`src/rtl/tree_loader.sv`:
```
`default_nettype none
// tree_loader: turns a header + packed node-word stream into per-field treeval writes, then a node-count config write.
// Optional build macro TREE_LOADER_CHECK_EN adds parent-pointer checking (node_err / err_addr ports).
module tree_loader #(
  parameter int NODE_SIZE        = 32,
  parameter int W_ADDR           = 10,
  parameter int W_ACTION         = 3,
  parameter int W_REWARD         = 12,
  parameter int W_WEIGHT         = 7,
  parameter int MAX_DATA_WIDTH   = 12,
  parameter int MAX_CONFIG_WIDTH = 10
) (
  input  logic                        clk,
  input  logic                        rst_n,
  input  logic                        s_valid,
  output logic                        s_ready,
  input  logic [NODE_SIZE-1:0]        s_data,
  input  logic                        abort,
  output logic                        mem_weight,
  output logic                        mem_par,
  output logic                        mem_rew,
  output logic                        mem_act,
  output logic [W_ADDR-1:0]           mem_addr,
  output logic [MAX_DATA_WIDTH-1:0]   mem_data,
  output logic                        conf_nodes,
  output logic [MAX_CONFIG_WIDTH-1:0] conf_data,
  output logic                        busy,
  output logic                        load_done,
  output logic                        hdr_err
`ifdef TREE_LOADER_CHECK_EN
  ,
  output logic                        node_err,
  output logic [W_ADDR-1:0]           err_addr
`endif
);

  localparam int REW_LSB = W_WEIGHT;
  localparam int ACT_LSB = REW_LSB + W_REWARD;
  localparam int PAR_LSB = ACT_LSB + W_ACTION;

  localparam logic [2:0] S_IDLE = 3'd0;
  localparam logic [2:0] S_RECV = 3'd1;
  localparam logic [2:0] S_EMIT = 3'd2;
  localparam logic [2:0] S_CONF = 3'd3;
  localparam logic [2:0] S_DONE = 3'd4;

  localparam logic [W_ADDR:0]   MIN_CNT = 2;
  localparam logic [W_ADDR-1:0] ONE_A   = 1;

  logic [2:0]                  state_q, state_d;
  logic [1:0]                  f_q, f_d;
  logic [W_ADDR-1:0]           idx_q, idx_d;
  logic [W_ADDR-1:0]           count_q, count_d;
  logic [NODE_SIZE-1:0]        node_q, node_d;
  logic                        hdr_err_q, hdr_err_d;
  logic [3:0]                  strb_q, strb_d;   // {act, rew, par, weight}
  logic [W_ADDR-1:0]           mem_addr_q, mem_addr_d;
  logic [MAX_DATA_WIDTH-1:0]   mem_data_q, mem_data_d;
  logic                        conf_nodes_q, conf_nodes_d;
  logic [MAX_CONFIG_WIDTH-1:0] conf_data_q, conf_data_d;
  logic                        load_done_q, load_done_d;
  logic [W_ADDR:0]             hdr_cnt;
  logic                        hs;

`ifdef TREE_LOADER_CHECK_EN
  logic                        node_err_q, node_err_d;
  logic [W_ADDR-1:0]           err_addr_q, err_addr_d;
  logic [NODE_SIZE-PAR_LSB-1:0] par_w;
  logic                        bad_w;
`endif

  function automatic logic [MAX_DATA_WIDTH-1:0] field(input logic [NODE_SIZE-1:0] w,
                                                      input logic [1:0] f);
    case (f)
      2'd0:    return MAX_DATA_WIDTH'(w[W_WEIGHT-1:0]);
      2'd1:    return MAX_DATA_WIDTH'(w[NODE_SIZE-1:PAR_LSB]);
      2'd2:    return MAX_DATA_WIDTH'(w[ACT_LSB-1:REW_LSB]);
      default: return MAX_DATA_WIDTH'(w[PAR_LSB-1:ACT_LSB]);
    endcase
  endfunction

  assign s_ready = (state_q == S_IDLE) || (state_q == S_RECV);
  assign busy    = (state_q != S_IDLE);
  assign hs      = s_valid && s_ready;
  assign hdr_cnt = s_data[W_ADDR:0];

  always_comb begin
    state_d      = state_q;
    f_d          = f_q;
    idx_d        = idx_q;
    count_d      = count_q;
    node_d       = node_q;
    hdr_err_d    = hdr_err_q;
    strb_d       = 4'b0000;
    mem_addr_d   = mem_addr_q;
    mem_data_d   = mem_data_q;
    conf_nodes_d = 1'b0;
    conf_data_d  = conf_data_q;
    load_done_d  = 1'b0;
`ifdef TREE_LOADER_CHECK_EN
    node_err_d   = node_err_q;
    err_addr_d   = err_addr_q;
    par_w        = s_data[NODE_SIZE-1:PAR_LSB];
    bad_w        = (idx_q == '0) ? (par_w != '1) : (par_w >= idx_q);
`endif
    // Abort wins over everything outside IDLE, including a same-cycle handshake.
    if (abort && state_q != S_IDLE) begin
      state_d = S_IDLE;
    end else begin
      case (state_q)
        S_IDLE: if (hs) begin
          if (hdr_cnt >= MIN_CNT && !hdr_cnt[W_ADDR]) begin
            count_d   = hdr_cnt[W_ADDR-1:0];
            idx_d     = '0;
            hdr_err_d = 1'b0;
            state_d   = S_RECV;
`ifdef TREE_LOADER_CHECK_EN
            node_err_d = 1'b0;
`endif
          end else begin
            hdr_err_d = 1'b1;
          end
        end
        S_RECV: if (hs) begin
          node_d     = s_data;
          f_d        = 2'd0;
          state_d    = S_EMIT;
          strb_d     = 4'b0001;
          mem_addr_d = idx_q;
          mem_data_d = field(s_data, 2'd0);
`ifdef TREE_LOADER_CHECK_EN
          if (bad_w && !node_err_q) begin
            node_err_d = 1'b1;
            err_addr_d = idx_q;
          end
`endif
        end
        S_EMIT: begin
          if (f_q == 2'd3) begin
            idx_d = idx_q + ONE_A;
            if (idx_q == count_q - ONE_A) begin
              state_d      = S_CONF;
              conf_nodes_d = 1'b1;
              conf_data_d  = MAX_CONFIG_WIDTH'(count_q);
            end else begin
              state_d = S_RECV;
            end
          end else begin
            f_d        = f_q + 2'd1;
            strb_d     = 4'b0001 << f_d;
            mem_data_d = field(node_q, f_d);
          end
        end
        S_CONF: begin
          state_d     = S_DONE;
          load_done_d = 1'b1;
        end
        default: state_d = S_IDLE;
      endcase
    end
  end

  always_ff @(posedge clk or negedge rst_n) begin
    if (!rst_n) begin
      state_q      <= S_IDLE;
      f_q          <= 2'd0;
      idx_q        <= '0;
      count_q      <= '0;
      node_q       <= '0;
      hdr_err_q    <= 1'b0;
      strb_q       <= 4'b0000;
      mem_addr_q   <= '0;
      mem_data_q   <= '0;
      conf_nodes_q <= 1'b0;
      conf_data_q  <= '0;
      load_done_q  <= 1'b0;
`ifdef TREE_LOADER_CHECK_EN
      node_err_q   <= 1'b0;
      err_addr_q   <= '0;
`endif
    end else begin
      state_q      <= state_d;
      f_q          <= f_d;
      idx_q        <= idx_d;
      count_q      <= count_d;
      node_q       <= node_d;
      hdr_err_q    <= hdr_err_d;
      strb_q       <= strb_d;
      mem_addr_q   <= mem_addr_d;
      mem_data_q   <= mem_data_d;
      conf_nodes_q <= conf_nodes_d;
      conf_data_q  <= conf_data_d;
      load_done_q  <= load_done_d;
`ifdef TREE_LOADER_CHECK_EN
      node_err_q   <= node_err_d;
      err_addr_q   <= err_addr_d;
`endif
    end
  end

  assign mem_weight = strb_q[0];
  assign mem_par    = strb_q[1];
  assign mem_rew    = strb_q[2];
  assign mem_act    = strb_q[3];
  assign mem_addr   = mem_addr_q;
  assign mem_data   = mem_data_q;
  assign conf_nodes = conf_nodes_q;
  assign conf_data  = conf_data_q;
  assign load_done  = load_done_q;
  assign hdr_err    = hdr_err_q;
`ifdef TREE_LOADER_CHECK_EN
  assign node_err   = node_err_q;
  assign err_addr   = err_addr_q;
`endif

endmodule
`default_nettype wire

```
`config.mk`:
```
export PLATFORM = sky130hd
export DESIGN_NAME = tree_loader
export DESIGN_NICKNAME = d
export VERILOG_FILES = /design/src/rtl/tree_loader.sv
export SDC_FILE = /design/constraint.sdc
export NUM_CORES = 1
export LEC_CHECK = 0
export BUFFER_PORTS_ARGS = -buffer_cell sky130_fd_sc_hd__buf_2
export CELL_PAD_IN_SITES_DETAIL_PLACEMENT = 2
export CELL_PAD_IN_SITES_GLOBAL_PLACEMENT = 2
export CORE_ASPECT_RATIO = 1.25
export CORE_MARGIN = 2
export CORE_UTILIZATION = 29
export DETAILED_ROUTE_END_ITERATION = 8
export MAX_ROUTING_LAYER = met4
export PLACE_DENSITY_LB_ADDON = 0.1
export REMOVE_ABC_BUFFERS = 1
export SYNTH_ARGS = -nofsm -noshare
export SYNTH_HDL_FRONTEND = slang
export SYNTH_SLANG_ARGS = --single-unit
```
`constraint.sdc`:
```
create_clock -name clk -period 3.1 [get_ports clk]
set_input_delay 0.31 -clock clk [delete_from_list [all_inputs] [get_ports clk]]
set_output_delay 0.31 -clock clk [all_outputs]
set_load 0.01 [all_outputs]
```
==> metrics.txt <==
share of flip-flops with an asynchronous set or reset 100%; Required @ worst endpoint 3.33 ns; register bit total from synthesis between 90 and 100; peak supply drop 0.308 mV; Final min period between 2 and 3 ns; most numerous cell in the Yosys netlist nand2_1; outcome complete, no violations; final standard cell count with taps included and fillers excluded 732; XOR/XNOR Fraction of Synth Area 1.99%; peak per-stage delay on the critical path 0.58 ns; clock edge transition at the registers on the reported setup and hold paths around 0.07 ns; root buffer selected by CTS clkbuf_16; final net count 588; vias per cell 5.02; cell count after synthesis roughly 470; Fill cells 1,658; number of antenna repair diodes 0; Num Clock Sinks between 90 and 100; Top FF cell, synth dfrtp_1; number of buffers inserted during clock tree synthesis 9; final max-slew violation count 0; die boundary height 142 µm; Register Area between 2000 and 2500 µm²; part of the total power dissipated in the clock network 25.9%; Cell Int Power roughly 0.0028 W; Crit Reg-Reg Endpoint conf_data[9]; global-route wire length before repair 22,600 µm; DR iter-0 viols 132; total vias in the final route ~3,700; final HPWL from detailed placement 9600 µm; final RePlAce weighted congestion 0.829; launching point of the worst reg2reg path count_q[2]; largest net degree at the start of global routing 44; full die area 16,200 µm²; endpoints failing hold 0; post-route worst setup slack 0.372 ns; WL final between 10,000 and 15,000 µm; per-instance average area after synthesis 9.30 µm²; Worst Hold Path EP node_q[14]; setup slack of the most critical reg-to-reg path 0.37 ns; biggest fanout along the worst timing path 8; share of post-route cells with drive strength above 1 23.1%; leading post-synthesis cells by instance count nand2_1, dfrtp_1, nor2_1; share of power burned in combinational logic 30.6%; depth of the most critical reg-to-reg path 7; boundary pin count 77; mux contribution to synthesized area 5.37%; f_max between 300 and 400 MHz; Setup Skew roughly 0.0049 ns; pre-CTS worst setup slack 0.289 ns; Worst Hold Class in -> reg; overall power of the completed layout 0.00446 W; H-tree depth 3; switch share 36.6%; Area contributors post-synth dfrtp_1, nand2_1, mux2_2, o21ai_0, nor2_1; synthesis-to-finish area growth 20.3%; switching power 0.00163 W; number of enable flip-flop cells after synthesis 0; largest area contributor in the synthesized netlist dfrtp_1; Yosys top cell area share 54.5%; number of antenna violations at the first check in global routing 0; starting utilization of the core area 29.5%; total of buffers placed on input and output ports 76; kind of start point of the critical path flop; dominant cell type by count on the critical path or4_1; vias in the first global route 4,183; arrival time at the worst endpoint 2.96 ns; final worst-path cycle share 88.0%; static power due to leakage 2.69 nW; total of max-cap violations 0; cell-by-cell trace of the critical path or4_1, or4_1, o211ai_1, a31oi_1, nor4_4, buf_4, mux2_2; Reg power frac 43.5%; remaining antenna violation count after routing 0; post-route core utilization 35.5%; portion of the post-synthesis area used by sequential elements ~55%; cell area after synthesis 4410 µm²; Relative slew margins 29.7%; per-cell routed wire length between 15 and 20 µm; overall global routing resource usage between 10% and 20%; Setup Viol. Count Final 0; clock tree from TritonCTS built; Setup Crit Path Kind reg -> reg; fraction of the mapped netlist area in adder cells between 1.5 and 2%; Critical Path Slowest Stage Cell or4_1; element type at the critical path end flop; launch point of the worst path count_q[2]; Rows 50; Syn. warnings 0; instance count after placement with tap cells included 715; clock latency at the later pin of the worst-skew pair 0.35 ns; largest buffer count on any clock path 2; Fin Hold WS 0.150 ns; main combinational cell family by area after synthesis simple AND/OR/NAND/NOR gates; remaining design rule violation count 0; Worst Path Buf+Inv 1; RSZ-0062 raised after global routing false; Die Wd approximately 110 µm; count of TritonRoute iterations in the first routing pass 4; footprint of the multi-input gates 1870 µm²; family with the most delay on the worst path simple AND/OR/NAND/NOR gates; overall overflow remaining after global route 0; Synth Area in Compound Gates 9.71%; Tightest Pin Transition 1.05 ns; Simple-Gate Fraction of Synth Area 23.2%; Hold Startpoint s_data[14]; floorplan core area 15,000 µm²; count of unique library cells instantiated by Yosys 42; power density of the placed cells about 840 nW/µm²; worst hold stages 3
tightest hold or removal path, delay by kind of cell:
kind / cells / cell delay, ns
buf+inv: 1 / 0.07
simple gates: 2 / 0.08
logic make-up (layout without fill, tap and decap cells):
group           after synthesis  after routing
xor+xnor                     10             10
simple gates                235            235
mux                          21             21
buf+inv                      37            113
flops                        96             96
compound gates               68             68
fa+ha+maj                     7              7
state kept, by name, summed over array words and instances (netlist names):
name and flops:
conf_nodes 1, mem_addr 10, strb_q 4, mem_data 12, load_done 1, idx_q 10
state_q 3, node_q 32, f_q 2, conf_data 10, hdr_err 1, count_q 10
cell usage in the layout (no fill, tap or decap), drive strengths merged, types with 10 or more instances in the layout:
cell type / instances
nor2: 32
mux2: 21
buf: 85
o21ai: 30
dfrtp: 96
clkbuf: 13
a21oi: 12
inv: 10
nand2: 153
through the flow:
step                cell area, µm²  setup TNS (ns)
floorplan                     4310          -10.41
global placement              4990               0
detailed placement            4990               0
CTS                           5300               0
global route                  5300               0
finish                        5300               0
final cells by class:
cell class / instances / area share [%]
Timing Repair Buffer: 86 / 8.68
Multi-Input combinational cell: 341 / 35.3
Clock buffer: 13 / 4.91
Clock inverter: 3 / 0.755
Tap cell: 182 / 4.29
Inverter: 11 / 0.779
Sequential cell: 96 / 45.3
power groups by stage:
stage | sequential [W] | clock [W] | combinational, W
2_1_floorplan | 0.00188 | 0 | 0.000885
3_3_place_gp | 0.00194 | 0 | 0.00133
3_5_place_dp | 0.00196 | 0 | 0.00139
4_1_cts | 0.00194 | 0.00119 | 0.00141
5_1_grt | 0.00200 | 0.00125 | 0.00156
6_report | 0.00194 | 0.00116 | 0.00137
how the worst max path moves through the flow:
| stage | to | slack [ns] | cells after the start |
|---|---|---|---|
| after CTS | conf_data[9] | 0.16 | 9 |
| after floorplan | state_q[1] | -0.71 | 5 |
| after global placement | conf_data[6] | 0.46 | 7 |
| after detailed placement | conf_data[9] | 0.29 | 9 |
| after global routing | conf_data[9] | 0.24 | 7 |
| final | conf_data[9] | 0.37 | 7 |
per-layer routing:
metal | up-vias | part of all wire (%) | global-route usage, %
met5 | - | 0 | -
met4 | 0 | 1.4 | 6.61
met2 | 59 | 54 | 33.7
met1 | 1872 | 42 | 21.3
li1 | 1733 | - | -
met3 | 10 | 2.1 | 2.26
repair_timing:
| action | CTS | global route |
|---|---|---|
| endpoints found under the setup margin | 0 | 6 |
| setup buffers | 0 | 0 |
| hold endpoints to repair | 14 | 0 |
| resized for setup | 0 | 1 |
| hold buffers | 1 | 0 |
No activity file was read; power rests on OpenSTA's default activity.
